### config.mk
export PLATFORM = sky130hd
export DESIGN_NAME = rrs_interp
export DESIGN_NICKNAME = d
export VERILOG_FILES = /design/src/rtl/rrs_interp.sv
export SDC_FILE = /design/constraint.sdc
export NUM_CORES = 1
export LEC_CHECK = 0
export BUFFER_PORTS_ARGS = -buffer_cell sky130_fd_sc_hd__buf_2
export CELL_PAD_IN_SITES_DETAIL_PLACEMENT = 1
export CELL_PAD_IN_SITES_GLOBAL_PLACEMENT = 2
export CORE_UTILIZATION = 41
export DETAILED_ROUTE_END_ITERATION = 8
export PLACE_DENSITY_LB_ADDON = 0.3
export SLEW_MARGIN = 20
export SYNTH_ARGS = -nofsm -noshare
export SYNTH_HDL_FRONTEND = slang
export SYNTH_SLANG_ARGS = --single-unit
### constraint.sdc
create_clock -name clk -period 6.9 [get_ports clk]
set_clock_uncertainty 0.05 [all_clocks]
set_input_delay 0.69 -clock clk [delete_from_list [all_inputs] [get_ports clk]]
set_output_delay 0.69 -clock clk [all_outputs]
set_load 0.02 [all_outputs]
### src/rtl/rrs_interp.sv
// Second-order recursive running-sum interpolator: two combs at the input rate,
// zero-stuff by R, two integrators at the output rate, output = int2 >>> log_R.
module rrs_interp #(
    parameter int width_H = 5,
    parameter int width_W = 20,
    parameter int R       = 32,
    parameter int log_R   = 5
) (
    input  logic                       clk,
    input  logic                       rst_n,
    input  logic                       data_i_en,
    input  logic [width_H+width_W-1:0] data_i,
    output logic                       data_i_rdy,
    output logic                       data_o_en,
    output logic [width_H+width_W-1:0] data_o
);
    localparam int W      = width_H + width_W;
    localparam int AW     = W + 2*log_R;
    localparam int STAGES = 2;
    localparam logic [log_R-1:0] PH_LAST = log_R'(R - 1);

    typedef enum logic {IDLE, RUN} state_t;

    state_t              state;
    logic [log_R-1:0]    phase;
    logic signed [AW-1:0] x_prev, c1_prev, c2, int1, int2;
    logic signed [AW-1:0] x_ext, c1, int1_nxt, int2_nxt;
    logic [W-1:0]        s1;
    logic [STAGES:0]     vld_pipe;
    logic                accept;

    assign data_i_rdy = (state == IDLE) || (phase == PH_LAST);
    assign accept     = data_i_en && data_i_rdy;

    assign x_ext    = {{(2*log_R){data_i[W-1]}}, data_i};
    assign c1       = x_ext - x_prev;
    // Zero-stuffing: the comb output enters integrator 1 only on phase 0.
    assign int1_nxt = int1 + ((phase == '0) ? c2 : '0);
    assign int2_nxt = int2 + int1_nxt;

    assign data_o_en = vld_pipe[STAGES];

    always_ff @(posedge clk or negedge rst_n) begin
        if (!rst_n) begin
            state    <= IDLE;
            phase    <= '0;
            x_prev   <= '0;
            c1_prev  <= '0;
            c2       <= '0;
            int1     <= '0;
            int2     <= '0;
            s1       <= '0;
            vld_pipe <= '0;
            data_o   <= '0;
        end else begin
            if (accept) begin
                x_prev  <= x_ext;
                c1_prev <= c1;
                c2      <= c1 - c1_prev;
            end

            case (state)
                IDLE: begin
                    if (accept) begin
                        state <= RUN;
                        phase <= '0;
                    end
                end
                RUN: begin
                    int1 <= int1_nxt;
                    int2 <= int2_nxt;
                    if (phase == PH_LAST) begin
                        phase <= '0;
                        if (!accept) state <= IDLE;
                    end else begin
                        phase <= phase + 1'b1;
                    end
                end
                default: state <= IDLE;
            endcase

            // vld_pipe[0] marks a fresh int2; two register stages follow to the port.
            vld_pipe <= {vld_pipe[STAGES-1:0], state == RUN};
            if (vld_pipe[0]) s1 <= int2[W+log_R-1:log_R];
            if (vld_pipe[1]) data_o <= s1;
        end
    end
endmodule

==> results of run 1 <==
==> per-layer routing <==
| layer | global-route usage | wire length (µm) |
|---|---|---|
| met2 | 0.302 | 12700 |
| met3 | 0.0278 | 543 |
| met4 | 0.0543 | 389 |
| met1 | 0.243 | 13700 |
| met5 | 0 | 0 |
==> logic make-up (layout without fill, tap and decap cells) <==
| family | count (synthesis) | in the layout | synth area share |
|---|---|---|---|
| AOI/OAI and AO/OA | 382 | 382 | 0.193 |
| xor gates and xnor gates | 92 | 92 | 0.0625 |
| adders and majority gates | 117 | 117 | 0.116 |
| buffers and inverters | 121 | 164 | 0.0352 |
| DFF | 197 | 197 | 0.382 |
| muxes | 106 | 106 | 0.0929 |
| and+or+nand+nor | 316 | 316 | 0.118 |
==> sequential cells by signal, indices dropped and copies added (netlist names) <==
register,cells
phase,5
c1_prev,26
c2,27
state,1
x_prev,25
int2,30
data_o,25
s1,25
int1,30
vld_pipe,3
==> worst max-delay path: cells and delay by family (launching register included) <==
kind                     cells  cell delay (ns)
buffers and inverters        2             0.26
AND/OR/NAND/NOR              4             0.84
flip-flops                   1             0.40
AO/OA/AOI/OAI               12             2.29
multiplexers                 1             0.25
XOR/XNOR                     2             0.27
adder cells (fa/ha/maj)      4             1.18
==> layout make-up <==
cell class,instances,area share
clock inverters,13,0.00888
well taps,396,0.0352
clock buffers,19,0.0307
inverters,72,0.0192
multi-input cells,1013,0.533
repair buffers,60,0.0230
flip-flops and latches,197,0.350
==> cells in the final DEF (no fill, tap or decap), types with 5 or more instances in the layout <==
cell / synthesis / routed
nand2b_1: 16 / 16
o21a_1: 15 / 15
a31oi_1: 12 / 12
mux2_2: 105 / 105
ha_1: 113 / 113
clkbuf_16: 0 / 17
xnor2_1: 56 / 56
nor2_1: 62 / 62
xor2_1: 36 / 36
buf_4: 0 / 6
nor3_1: 12 / 12
nand2_1: 118 / 117
o31ai_1: 17 / 17
a21o_1: 65 / 65
clkinvlp_4: 0 / 5
o211ai_1: 10 / 10
buf_2: 0 / 53
dfrtp_1: 197 / 196
inv_1: 71 / 71
nand4_1: 13 / 13
o21bai_1: 18 / 18
and2_1: 31 / 30
o21ai_1: 18 / 18
nand3_1: 21 / 21
o21ai_0: 90 / 90
and3_1: 7 / 7
a211oi_1: 12 / 12
nor2b_1: 13 / 13
a21oi_1: 84 / 84
==> Yosys cell counts, drive strengths merged (13+ instances only) <==
| cell type | count | area share |
|---|---|---|
| a21oi | 86 | 0.035 |
| xnor2 | 56 | 0.038 |
| a21o | 65 | 0.038 |
| nor2 | 62 | 0.018 |
| nor2b | 13 | 0.0063 |
| nand2 | 118 | 0.034 |
| inv | 72 | 0.021 |
| nand3 | 21 | 0.0082 |
| o21ai | 109 | 0.043 |
| nand2b | 16 | 0.0078 |
| o21a | 16 | 0.0094 |
| o21bai | 18 | 0.010 |
| ha | 113 | 0.11 |
| nand4 | 13 | 0.0063 |
| dfrtp | 197 | 0.38 |
| and2 | 31 | 0.015 |
| clkbuf | 46 | 0.013 |
| a211oi | 13 | 0.0085 |
| xor2 | 36 | 0.024 |
| mux2 | 106 | 0.093 |
| o31ai | 18 | 0.012 |
==> through the flow <==
stage	cells	hold WS, ns	cell area, µm²	setup WS (ns)
finish	1770	0.188	14100	1.26
global route	1770	0.242	14100	0.749
CTS	1770	0.216	14100	1.22
detailed placement	1738	0.413	13500	1.25
global placement	1738	0.403	13500	1.41
floorplan	1331	0.302	12900	1.87
==> how the worst min path moves through the flow <==
stage,from,endpoint,slack [ns],depth (start not counted)
2_1_floorplan,state,vld_pipe[0],0.30,0
3_3_place_gp,c2[15],c2[15],0.40,2
3_5_place_dp,c2[22],c2[22],0.41,2
4_1_cts,rst_n,data_o[0],0.22,1
5_1_grt,rst_n,int2[3],0.24,1
6_report,rst_n,data_o[0],0.19,1
==> results.json, run 1 <==
{
  "outcome": "finished, violations left",
  "violations": "design-rule violations",
  "synth_fp_nets": 1476,
  "root_buffer": "clkbuf_16",
  "gr-total-overflow": 0,
  "place.gp.congestion": 0.864,
  "dr.first_iter.drc_count": 310,
  "core_region_area_mm2": 0.0307,
  "num-fill-cells": 3527,
  "rr_startpoint": "phase[0]",
  "drc": 8,
  "min-delay-path-class": "in2async",
  "hold_violations": 0,
  "rsz0062_at_grt": "no",
  "critPathSlowestCell": "fa_1",
  "synthesis.area_mm2": 0.0129,
  "regArea_mm2": 0.00493,
  "ys_types": 69,
  "multi_input_area_mm2": 0.00751,
  "grt_pass1_wl_um": 47400,
  "r2r_cells": 25,
  "dieWidth_um": 179,
  "area_growth_syn_to_layout_pct": 9.30,
  "setup_violations": 0,
  "dieArea_mm2": 0.0321,
  "max_freq_ghz": 0.177,
  "drive_gt1_frac": 0.157,
  "cts_sinks": 197,
  "worstSetupStartpoint": "phase[0]",
  "initial_core_util": 0.419,
  "cp-start-kind": "flop",
  "hpwl_um": 20500,
  "layout.nets": 1506,
  "num_io_pins": 55,
  "yosysWarnings": 0,
  "relSlewSlack": 0.340,
  "period_share": 0.818,
  "fin_util": 0.458,
  "clockBufferDepth": 2,
  "cts_resized": 0,
  "rows": 64,
  "diodes": 0,
  "post-route-min-period_ns": 5.64,
  "drt-total-wl_um": 27400,
  "synth_edf_count": 0,
  "critPathMaxFanout": 27,
  "synth-seq-cells": 197,
  "async_reset_ff_frac": 1.00,
  "grt_start_max_net_pins": 89,
  "htreeDepth": 4,
  "worstReg2RegEnd": "int2[26]",
  "tns_ns": 0,
  "yosysSeqAreaShare": 0.382,
  "clock_latency_ns": 0.45,
  "r2r_slack_ns": 1.26,
  "die_h_um": 179,
  "cp-endpoint": "int2[26]",
  "path_clk_slew_ns": 0.08,
  "hold_buffers": 0,
  "antenna_found_initial": 0,
  "synth_ff_type": "dfrtp_1",
  "groute.usage.overall": 0.182,
  "slew_viol_final": 0,
  "vias": 9476,
  "avgSynthCellArea_um2": 9.68,
  "synthCells": 1331,
  "routedWlPerCell_um": 15.5,
  "required_ns": 7.19,
  "first_global_vias": 9768,
  "firstDrtPassIters": 6,
  "cts_tree": "built",
  "numPortBuffers": 54,
  "tightest_slew_ns": 0.990,
  "max_cap_viol_count": 0,
  "cp-end-kind": "flop",
  "vias_per_cell": 5.35,
  "ant_nets": 0,
  "post_cts_buffers": 0,
  "crit_path_max_incr_delay_ns": 0.42,
  "worstSetupPathType": "reg2reg",
  "numCtsBuffers": 17,
  "arrival_ns": 5.93
}
Power of run 1 is not shown: default switching activity piles up to over one toggle a cycle in this logic, so the estimate is an artifact.
==> inputs of run 2 (changes only) <==
--- a/config.mk
+++ b/config.mk
@@ -5,10 +5,11 @@
 export SDC_FILE = /design/constraint.sdc
 export NUM_CORES = 1
 export LEC_CHECK = 0
+export ABC_AREA = 1
 export BUFFER_PORTS_ARGS = -buffer_cell sky130_fd_sc_hd__buf_2
 export CELL_PAD_IN_SITES_DETAIL_PLACEMENT = 1
 export CELL_PAD_IN_SITES_GLOBAL_PLACEMENT = 2
-export CORE_UTILIZATION = 41
+export CORE_UTILIZATION = 33
 export DETAILED_ROUTE_END_ITERATION = 8
 export PLACE_DENSITY_LB_ADDON = 0.3
 export SLEW_MARGIN = 20
==> constraint.sdc (replaced) <==
create_clock -name clk -period 4.7 [get_ports clk]
set_clock_uncertainty 0.05 [all_clocks]
set_input_delay 0.47 -clock clk [delete_from_list [all_inputs] [get_ports clk]]
set_output_delay 0.47 -clock clk [all_outputs]
set_load 0.02 [all_outputs]
==> run 2 against run 1 <==
Compared with the run above:
- the flow now finishes without violations
- synthesized area grew 10%
- sequential share of layout area shrank 4.2 points
- flip-flop and latch count is the same
- fmax grew 30%
- die area grew 37%
- setup slack lost 0.91 ns
- critical path depth shrank 1
- via count grew 39%
- final cell count grew 48%
- hold slack lost 0.14 ns
- largest cell class unchanged
- highest routed layer unchanged
==> results.json, run 2 <==
{
  "setup_violations": 0,
  "routedWlPerCell_um": 17.6,
  "tns_ns": 0,
  "core_region_area_mm2": 0.0422,
  "synthCells": 2006,
  "numCtsBuffers": 17,
  "outcome": "completed",
  "vias": 13200,
  "yosysTopAreaCellShare": 0.346,
  "fin_util": 0.379,
  "htreeDepth": 4,
  "synthTopCellsByCount": "nand2_1, inv_1, dfrtp_1, nor2_1, o21ai_0",
  "place.gp.congestion": 0.911,
  "grt_start_max_net_pins": 101,
  "arrival_ns": 4.67,
  "top_regs": "int1 x30, int2 x30, c2 x27",
  "hold_violations": 0,
  "netlist_top_cells_area": "dfrtp_1, nand2_1, ha_1",
  "avgSynthCellArea_um2": 7.10,
  "layout.nets": 2216,
  "hpwl_um": 36500,
  "final_common_cell": "nand2_1",
  "drive_gt1_frac": 0.0951,
  "ys_types": 50,
  "root_buffer": "clkbuf_16",
  "cts_sinks": 197,
  "die_h_um": 210,
  "hold_ws_ns": 0.0435,
  "diodes": 0,
  "clock_latency_ns": 0.48,
  "required_ns": 5.02,
  "period_share": 0.926,
  "path_clk_slew_ns": 0.09,
  "slew_viol_final": 0,
  "firstDrtPassIters": 5,
  "yosysTopAreaCell": "dfrtp_1",
  "relSlewSlack": 0.426,
  "ant_nets": 0,
  "dieWidth_um": 210,
  "synth-seq-cells": 197,
  "cp-start-kind": "flop",
  "groute.usage.overall": 0.217,
  "synth_fp_nets": 2151,
  "first_global_vias": 13800,
  "critPathMaxFanout": 8,
  "post-route-min-period_ns": 4.35,
  "drt-total-wl_um": 46100,
  "yosysSeqAreaShare": 0.346,
  "cp-end-kind": "flop",
  "synth_edf_count": 0,
  "numPortBuffers": 54,
  "worstSetupPathType": "reg2reg",
  "cts_tree": "built",
  "synth_ff_type": "dfrtp_1",
  "max_freq_ghz": 0.230,
  "dieArea_mm2": 0.0440,
  "area_growth_syn_to_layout_pct": 12.5,
  "initial_core_util": 0.337,
  "grt_pass1_wl_um": 74700,
  "dr.first_iter.drc_count": 513,
  "tightest_slew_ns": 0.861,
  "min-delay-path-class": "in2async",
  "vias_per_cell": 5.02,
  "num_io_pins": 55,
  "hold_buffers": 0,
  "clockBufferDepth": 2,
  "mostFrequentLayoutCells": "nand2_1, inv_1, dfrtp_1, nor2_1, o21ai_0",
  "rows": 75,
  "synthesis.area_mm2": 0.0142,
  "gr-total-overflow": 0,
  "synth.most_common_cell": "nand2_1",
  "async_reset_ff_frac": 1.00,
  "r2r_cells": 24,
  "max_cap_viol_count": 0,
  "antenna_found_initial": 0,
  "yosysWarnings": 0,
  "drc": 0
}
run 2: per-layer routing:
metal  global-route usage  share of wire  wire, µm  vias to the layer above
met5                    0              0         0                        -
met4               0.0856          0.044      2040                        0
met3               0.0293          0.023      1060                       74
met2                0.387           0.49     22700                      147
met1                0.263           0.44     20300                     6317
li1                     -              -         -                     6614
run 2: worst paths after layout:
path / from / end / slack [ns]
max: phase[1] / int2[27] / 0.35
min: rst_n / s1[24] / 0.04
min in group clk: data_i[22] / x_prev[22] / 0.18
max in group asynchronous: rst_n / c2[24] / 3.45
max reg2reg: phase[1] / int2[27] / 0.35
min reg2reg: c1_prev[24] / c1_prev[24] / 0.43
run 2: layout make-up:
type | count | area [µm²]
multi-input cells | 1507 | 8310
clock buffers | 22 | 464
repair buffers | 87 | 527
well taps | 539 | 674
clock inverters | 9 | 119
fillers | 5342 | 26200
inverters | 261 | 991
flip-flops and latches | 197 | 4930
run 2: worst max-delay path, cell delays in order, from the launching register on:
cell	delay [ns]
dfrtp_1	0.38
inv_1	0.13
ha_4	0.24
nand4_4	0.19
buf_4	0.22
nor2_1	0.09
ha_1	0.28
a21oi_1	0.25
o21ai_0	0.19
a21oi_1	0.18
o31ai_2	0.13
xnor2_2	0.24
inv_1	0.11
ha_1	0.37
nand2_1	0.15
o21bai_1	0.31
nand2_1	0.08
nand2_1	0.08
inv_1	0.06
nor2_1	0.15
nor2_1	0.09
nand2_1	0.07
nand2_1	0.05
nand3_1	0.06
nand2_1	0.06
run 2: kinds of logic (layout without fill, tap and decap cells):
kind of cell             Yosys count  after routing  synth area share
AO/OA/AOI/OAI                    376            376             0.149
XOR/XNOR                          63             63            0.0393
adder cells (fa/ha/maj)          117            117             0.105
buffers and inverters            303            379            0.0809
AND/OR/NAND/NOR                  950            951             0.279
flip-flops                       197            197             0.346
run 2: what timing repair did:
item / in CTS / in global routing
setup buffers: 1 / 8
resized for setup: 2 / 30
cloned: 1 / 0
endpoints found under the setup margin: 5 / 11
pin swaps: 1 / 1
run 2: metrics by stage:
| stage | worst slack [ns] | cell area, µm² | cells |
|---|---|---|---|
| finish | 0.347 | 16000 | 2622 |
| global route | -0.00738 | 16000 | 2622 |
| CTS | 0.0183 | 15800 | 2614 |
| detailed placement | -0.175 | 15200 | 2581 |
| global placement | -0.0638 | 15200 | 2581 |
| floorplan | 0.844 | 14200 | 2006 |
Power of run 2 is left out for the same reason.
